$ cat src/rtl/matrix_scan_driver.sv
// matrix_scan_driver: column-multiplexed driver for a 5x7 LED matrix.
// Each column slot is CLK_DIV clocks long. Slot count 0 is a blanking cycle,
// and the remaining counts light the column. All five column words are
// captured together on the column-0 blanking cycle, so a frame never shows a
// mix of old and new data. The block also toggles `selector` every ALT_PERIOD
// frames, which flips the display mux between its two images.
module matrix_scan_driver #(
    parameter int CLK_DIV    = 1000,
    parameter int ALT_PERIOD = 250
) (
    input  logic       clock,
    input  logic       reset,
    input  logic       enable,
    input  logic [6:0] column_4,
    input  logic [6:0] column_3,
    input  logic [6:0] column_2,
    input  logic [6:0] column_1,
    input  logic [6:0] column_0,
    output logic [6:0] row_lines,
    output logic [4:0] column_select,
    output logic       selector,
    output logic       frame_done
);

    localparam int SW = $clog2(CLK_DIV);
    localparam int FW = (ALT_PERIOD > 1) ? $clog2(ALT_PERIOD) : 1;

    localparam logic [SW-1:0] SLOT_ZERO  = SW'(0);
    localparam logic [SW-1:0] SLOT_ONE   = SW'(1);
    localparam logic [SW-1:0] SLOT_LAST  = SW'(CLK_DIV - 1);
    localparam logic [FW-1:0] FRAME_ZERO = FW'(0);
    localparam logic [FW-1:0] FRAME_ONE  = FW'(1);
    localparam logic [FW-1:0] FRAME_LAST = FW'(ALT_PERIOD - 1);
    localparam logic [2:0]    COL_ZERO   = 3'd0;
    localparam logic [2:0]    COL_LAST   = 3'd4;
    localparam logic [6:0]    ROWS_OFF   = 7'h7F;

    // One-hot column strobe for a column index; out-of-range indices strobe nothing.
    function automatic logic [4:0] col_onehot(input logic [2:0] idx);
        logic [4:0] oh;
        case (idx)
            3'd0:    oh = 5'b00001;
            3'd1:    oh = 5'b00010;
            3'd2:    oh = 5'b00100;
            3'd3:    oh = 5'b01000;
            3'd4:    oh = 5'b10000;
            default: oh = 5'b00000;
        endcase
        return oh;
    endfunction

    logic [SW-1:0] slot_q,  slot_d;
    logic [2:0]    col_q,   col_d;
    logic [FW-1:0] frame_q, frame_d;
    logic          sel_q,   sel_d;
    logic [6:0]    snap_q [5];
    logic [6:0]    snap_d [5];
    logic [6:0]    row_q,   row_d;
    logic [4:0]    cs_q,    cs_d;
    logic          fd_q,    fd_d;
    logic [6:0]    cur_word_s;
    logic          last_slot_s;
    logic          last_col_s;

    // Pick the snapshot word for the column currently being scanned.
    always_comb begin
        cur_word_s = 7'h00;
        case (col_q)
            3'd0:    cur_word_s = snap_q[0];
            3'd1:    cur_word_s = snap_q[1];
            3'd2:    cur_word_s = snap_q[2];
            3'd3:    cur_word_s = snap_q[3];
            3'd4:    cur_word_s = snap_q[4];
            default: cur_word_s = 7'h00;
        endcase
    end

    // Next-state for the scan counters, snapshot, frame/selector logic and registered outputs.
    always_comb begin
        slot_d      = slot_q;
        col_d       = col_q;
        frame_d     = frame_q;
        sel_d       = sel_q;
        snap_d      = snap_q;
        row_d       = ROWS_OFF;
        cs_d        = 5'b00000;
        fd_d        = 1'b0;
        last_slot_s = (slot_q == SLOT_LAST);
        last_col_s  = (col_q == COL_LAST);

        if (!enable) begin
            // Parked: restart from the column-0 blank cycle when re-enabled.
            slot_d = SLOT_ZERO;
            col_d  = COL_ZERO;
        end else begin
            // The column-0 blank cycle captures the whole frame at once.
            if ((slot_q == SLOT_ZERO) && (col_q == COL_ZERO)) begin
                snap_d[0] = column_0;
                snap_d[1] = column_1;
                snap_d[2] = column_2;
                snap_d[3] = column_3;
                snap_d[4] = column_4;
            end else begin
                snap_d = snap_q;
            end

            if (slot_q != SLOT_ZERO) begin
                cs_d  = col_onehot(col_q);
                row_d = ~cur_word_s;
            end else begin
                cs_d  = 5'b00000;
                row_d = ROWS_OFF;
            end

            if (last_slot_s) begin
                slot_d = SLOT_ZERO;
                if (last_col_s) begin
                    col_d = COL_ZERO;
                end else begin
                    col_d = col_q + 3'd1;
                end
            end else begin
                slot_d = slot_q + SLOT_ONE;
                col_d  = col_q;
            end

            fd_d = last_slot_s && last_col_s;

            // Selector flips on the frame end that completes ALT_PERIOD frames.
            if (fd_d) begin
                if (frame_q == FRAME_LAST) begin
                    frame_d = FRAME_ZERO;
                    sel_d   = ~sel_q;
                end else begin
                    frame_d = frame_q + FRAME_ONE;
                    sel_d   = sel_q;
                end
            end else begin
                frame_d = frame_q;
                sel_d   = sel_q;
            end
        end
    end

    // State and output registers with synchronous reset that overrides enable.
    always_ff @(posedge clock) begin
        if (reset) begin
            slot_q  <= SLOT_ZERO;
            col_q   <= COL_ZERO;
            frame_q <= FRAME_ZERO;
            sel_q   <= 1'b1;
            for (int i = 0; i < 5; i++) begin
                snap_q[i] <= 7'h00;
            end
            row_q   <= ROWS_OFF;
            cs_q    <= 5'b00000;
            fd_q    <= 1'b0;
        end else begin
            slot_q  <= slot_d;
            col_q   <= col_d;
            frame_q <= frame_d;
            sel_q   <= sel_d;
            snap_q  <= snap_d;
            row_q   <= row_d;
            cs_q    <= cs_d;
            fd_q    <= fd_d;
        end
    end

    assign row_lines     = row_q;
    assign column_select = cs_q;
    assign selector      = sel_q;
    assign frame_done    = fd_q;

endmodule
$ cat config.mk
export PLATFORM = sky130hd
export DESIGN_NAME = matrix_scan_driver
export DESIGN_NICKNAME = d
export VERILOG_FILES = /design/src/rtl/matrix_scan_driver.sv
export SDC_FILE = /design/constraint.sdc
export NUM_CORES = 1
export LEC_CHECK = 0
export CORE_MARGIN = 3
export CORE_UTILIZATION = 42
export DETAILED_ROUTE_END_ITERATION = 6
export DONT_BUFFER_PORTS = 1
export GPL_TIMING_DRIVEN = 0
export SLEW_MARGIN = 20
export SYNTH_ARGS = -nofsm -noshare
export SYNTH_HDL_FRONTEND = slang
export SYNTH_SLANG_ARGS = --single-unit
$ cat constraint.sdc
create_clock -name clock -period 3.4 [get_ports clock]
set_input_delay 0.85 -clock clock [delete_from_list [all_inputs] [get_ports clock]]
set_output_delay 0.85 -clock clock [all_outputs]
set_load 0.01 [all_outputs]
Word level (Yosys, flattened, before mapping) --
Index checks and enable logic that the tools add are counted.
Storage, ports and cells: output and inout port bits 14, input port bits 38, register bits 70, word-level logic and storage cells 40
Operators by class: $add $sub $neg 3, multiplexer cells 4, bitwise logic cells 4, reductions and logical operators 11, equality and inequality tests 6
Operators by type and width (count):
- 7-bit case mux with 5 select lines | 1
- 5-bit case mux with 5 select lines | 1
- 10-bit by 1-bit adder with 10-bit output (second input constant) | 1
- 10-bit == test (second input constant) | 1
- 10-bit zero test | 1
- 10-bit nonzero test | 1
- 8-bit by 1-bit adder with 8-bit output (second input constant) | 1
- 8-bit == test (second input constant) | 1
- 8-bit two-way mux | 1
- 7-bit NOT | 1
- 3-bit by 2-bit == test with 1-bit output (second input constant) | 2
- 3-bit OR reduction | 2
- 2-bit AND reduction | 2
- 3-bit by 1-bit adder with 3-bit output (second input constant) | 1
- 3-bit by 1-bit == test with 1-bit output (second input constant) | 1
- 3-bit == test (second input constant) | 1
- 3-bit zero test | 1
- 3-bit two-way mux | 1
- 1-bit NOT | 3
- 3-bit AND reduction | 1
- 1-bit logical AND | 2
- 2-bit OR reduction | 1

Depth between registers and ports, before layout --
depth after elaboration 3, gate-level depth with buffers 8, mapped depth without buffers 6

Worst setup path after synthesis --
OpenSTA, ideal clock, no wires.
path kind input -> register, start point input enable, end point register frame_q[2], library setup time 0.071 ns, required time 3.329 ns, cell stages on the path 4, slack 1.523 ns, path buffers 0, arrival 1.807 ns, cells stage by stage and3_1 -> nand4b_4 -> or4_1 -> a21oi_1
On the way: cells in the longest elaborated chain, start to end 1
RTL lines:
- from (decl) | line 13 | input logic enable,
- 2-bit AND reduction (no line)
- to (signal assigned) | line 161 | frame_q <= frame_d;
- to (decl) | line 54 | logic [FW-1:0] frame_q, frame_d;
Every way passes these cells. A chain may end at the register's enable or synchronous reset.

Final worst setup path --
start point register col_q[0], end point register snap_q[27] (netlist bit)
On the way: cells in the longest elaborated chain, start to end 3
RTL lines:
- from (decl) | line 53 | logic [2:0] col_q, col_d;
- from (signal assigned) | line 160 | col_q <= col_d;
- 3-bit zero test | line 97 | if ((slot_q == SLOT_ZERO) && (col_q == COL_ZERO)) begin
- 1-bit logical AND | line 97
- 2-bit AND reduction (no line)
- to (signal assigned) | line 163 | snap_q <= snap_d;
- to (decl) | line 56 | logic [6:0] snap_q [5];
Every way passes these cells.

==> out/summary.txt <==
========================================================================================
Status .................................................................... complete, no violations
Leakage power summed over all cells .......................................      1.34 nW
Post-Place Cells ..........................................................          411
Clock tree buffer depth ...................................................            2
Worst Setup Start Kind ....................................................    flip-flop
Post-cts repair resize count ..............................................            0
Detailed-router iteration count before antenna repair .....................            4
Die boundary height .......................................................      90.2 um
Avg WL per Cell ...........................................................      15.3 um
Final Routed Wirelength ...................................................      6520 um
Number of flops mapped to enable cells by yosys ...........................            0
Cell type group with the largest total delay on the critical path ......... buffers and inverters
Total global routing track utilization ....................................        16.6%
Max Transition Viols Final ................................................            0
# DRC .....................................................................            0
Total vias in the final route .............................................         2182
Cell type with the highest aggregate area in the netlist ..................      dfxtp_1
Accumulated negative setup slack ..........................................         0 ns
Ordered cell list for the critical path ................................... inv_1 -> ha_1 -> and3b_1 -> nand4_1 -> buf_2 -> buf_4 -> mux2i_1 -> nor2_1
Source of the critical timing path ........................................     col_q[0]
Hold buffer count at cts ..................................................            0
Post-route ant nets .......................................................            0
Total placed instance area ................................................ 0.00310 mm^2
Start point of the worst hold path ........................................    slot_q[0]
Mapped cell area .......................................................... 0.00298 mm^2
Clock tree from TritonCTS .................................................          yes
Antenna Diode Count .......................................................            0
Critical Path AT ..........................................................      2.20 ns
Ratio of cells with drive above 1 in the final layout .....................        8.76%
Number of synthesized register bits .......................................           70
Total half-perimeter wirelength after legalization and detailed placement .      4610 um
CTS root buf ..............................................................     clkbuf_8
Max rail drop VDD .........................................................     0.280 mV
Number of max-capacitance violations reported .............................            0
Synth top area share ......................................................        47.1%
Number of warnings printed during yosys synthesis .........................            0
Number of buffer cells added on primary ports .............................            0
Critical path's largest stage delay .......................................      0.40 ns
Clk pin slew, worst setup/hold paths ......................................      0.07 ns
Most common cell after layout, fill and taps aside ........................      dfxtp_1
Total clock sinks .........................................................           70
Final Skew ................................................................   0.00736 ns
Headroom to the max-slew limit ............................................        43.5%
Max frequency .............................................................      504 MHz
Total power per unit cell area ............................................  491 mW/mm^2
Via/cell ratio ............................................................         5.11
Synthesized Nets ..........................................................          362
Number of I/O pins ........................................................           52
Crit Path Class ...........................................................   reg -> reg
Final instance area ....................................................... 0.00329 mm^2
Global-route wire length before repair ....................................     10600 um
Number of distinct standard cells referenced by the synthesized netlist ...           35
Time the final worst path needs with I/O delays and setup .................      1.99 ns
Mapped Cells ..............................................................          315
Die Footprint ............................................................. 0.00814 mm^2
Unrepaired setup endpoints after global routing ...........................        false
Final-stage net count .....................................................          373
Initial antenna violation count ...........................................            0
Syn Area/Cell .............................................................    9.45 um^2
Final Non-Filler Cells ....................................................          427
Initial cell density of the core ..........................................        43.6%
Primary flip-flop cell chosen by synthesis mapping ........................      dfxtp_1
Max Fanout on Critical Path ...............................................           10
Vias in the first global route ............................................         2070
Final cycle utilization of the critical path ..............................        58.4%
Crit Reg-Reg Startpoint ...................................................     col_q[0]
Maximum number of pins on one net before global-route repair ..............           13
Top cells by area, synth .................................................. dfxtp_1 (47%), mux2i_1 (12%), nor2_1 (7.1%), ha_1 (3.8%), a22oi_1 (3.3%)
H-tree level count ........................................................            3
Kind of end point of the critical path ....................................    flip-flop
Final setup fails .........................................................            0
Cell type of the slowest stage on the worst timing path ...................      dfxtp_1
Area growth from synthesis to layout ......................................        10.5%
Hold WC Path Type .........................................................   reg -> reg
Clock network latency to the later pin of the worst-skew pair .............      0.35 ns
Gpl congestion ............................................................        0.821
Worst Tran Pin Value ......................................................     0.843 ns
Number of clock buffers inserted by TritonCTS .............................            9
Fraction of registers with async set or reset after synthesis .............           0%
Number of hold violations in the final report .............................            0
Commonest cells after routing, fill and taps aside ........................ dfxtp_1 (70), nor2_1 (56), mux2i_1 (37)
Die X .....................................................................      90.2 um
DRC marker count from the first detailed-route iteration ..................           74
Buffers inserted by post-CTS timing repair ................................            0
Data required time at the worst endpoint ..................................      3.62 ns
Aggregate global routing overflow .........................................            0
Proportion of synthesized chip area in sequential cells ...................        47.1%
Std cell rows .............................................................           30
Buffers & Inverters on Critical Path ......................................            3
CORE AREA ................................................................. 0.00683 mm^2
========================================================================================
[cell type report]
cell class | instances | area, um^2
clock inverter | 5 | 60.1
fill | 695 | 3540
buffer | 17 | 86.3
multi-input combinational | 220 | 1460
tap | 96 | 120
sequential | 70 | 1400
clock buffer | 11 | 131
inverter | 8 | 30.0
[metrics by stage]
step                      hold WS, ns  worst slack, ns  util, %  total power, mW
after detailed placement        0.471             1.30     45.3            0.983
after global routing            0.498             1.22     48.2             1.68
final                           0.480             1.41     48.2             1.62
after CTS                       0.484             1.38     48.2             1.63
after floorplan                 0.430             1.52        -            0.961
after global placement          0.443             1.34     45.3            0.980
[report_power, final]
part | switching (mW) | leakage, nW | internal (mW)
combinational | 0.0534 | 0.679 | 0.0452
clock | 0.311 | 0.0935 | 0.340
sequential | 0.0160 | 0.570 | 0.849
total | 0.381 | 1.34 | 1.23
[state kept, by name, indices dropped and copies added (netlist names)]
name           flops
frame_done         1
slot_q            10
row_lines          7
selector           1
snap_q            35
frame_q            8
column_select      5
col_q              3
[synth_stat cells (all sizes together) (7+ instances only)]
cell type  number
a21oi          11
a22oi          13
and3           10
buf             9
clkbuf          8
dfxtp          70
ha              9
inv             8
mux2i          37
nand2          17
nor2           56
o21ai           9
or3             7
[logic make-up (layout without fill, tap and decap cells)]
family	Yosys count	after routing	share of synthesized area [%]
flops	70	70	47.1
fa+ha+maj	9	9	3.78
mux	37	37	12.4
buf+inv	25	41	3.91
simple gates	124	124	21.2
compound gates	42	42	9.29
xor+xnor	8	8	2.35
[worst register-to-register path, cell delays in order, from the launching register on]
cell and delay [ns]:
dfxtp_1 0.40, inv_1 0.08, ha_1 0.28, and3b_1 0.22, nand4_1 0.08, buf_2 0.25
buf_4 0.27, mux2i_1 0.21, nor2_1 0.05
[worst paths after layout]
check / to / slack (ns) / cells past startpoint
hold reg to reg: slot_q[0] / 0.48 / 1
setup / recovery: snap_q[27] / 1.41 / 8
setup reg to reg: snap_q[27] / 1.41 / 8
hold / removal: slot_q[0] / 0.48 / 1
[layer usage]
layer	global-route usage, %	wire, um
met5	0	0
met4	5.99	121
met3	7.11	391
met2	24.7	2960
met1	21.4	3050
Note: power is estimated with default switching activity, not from simulation.
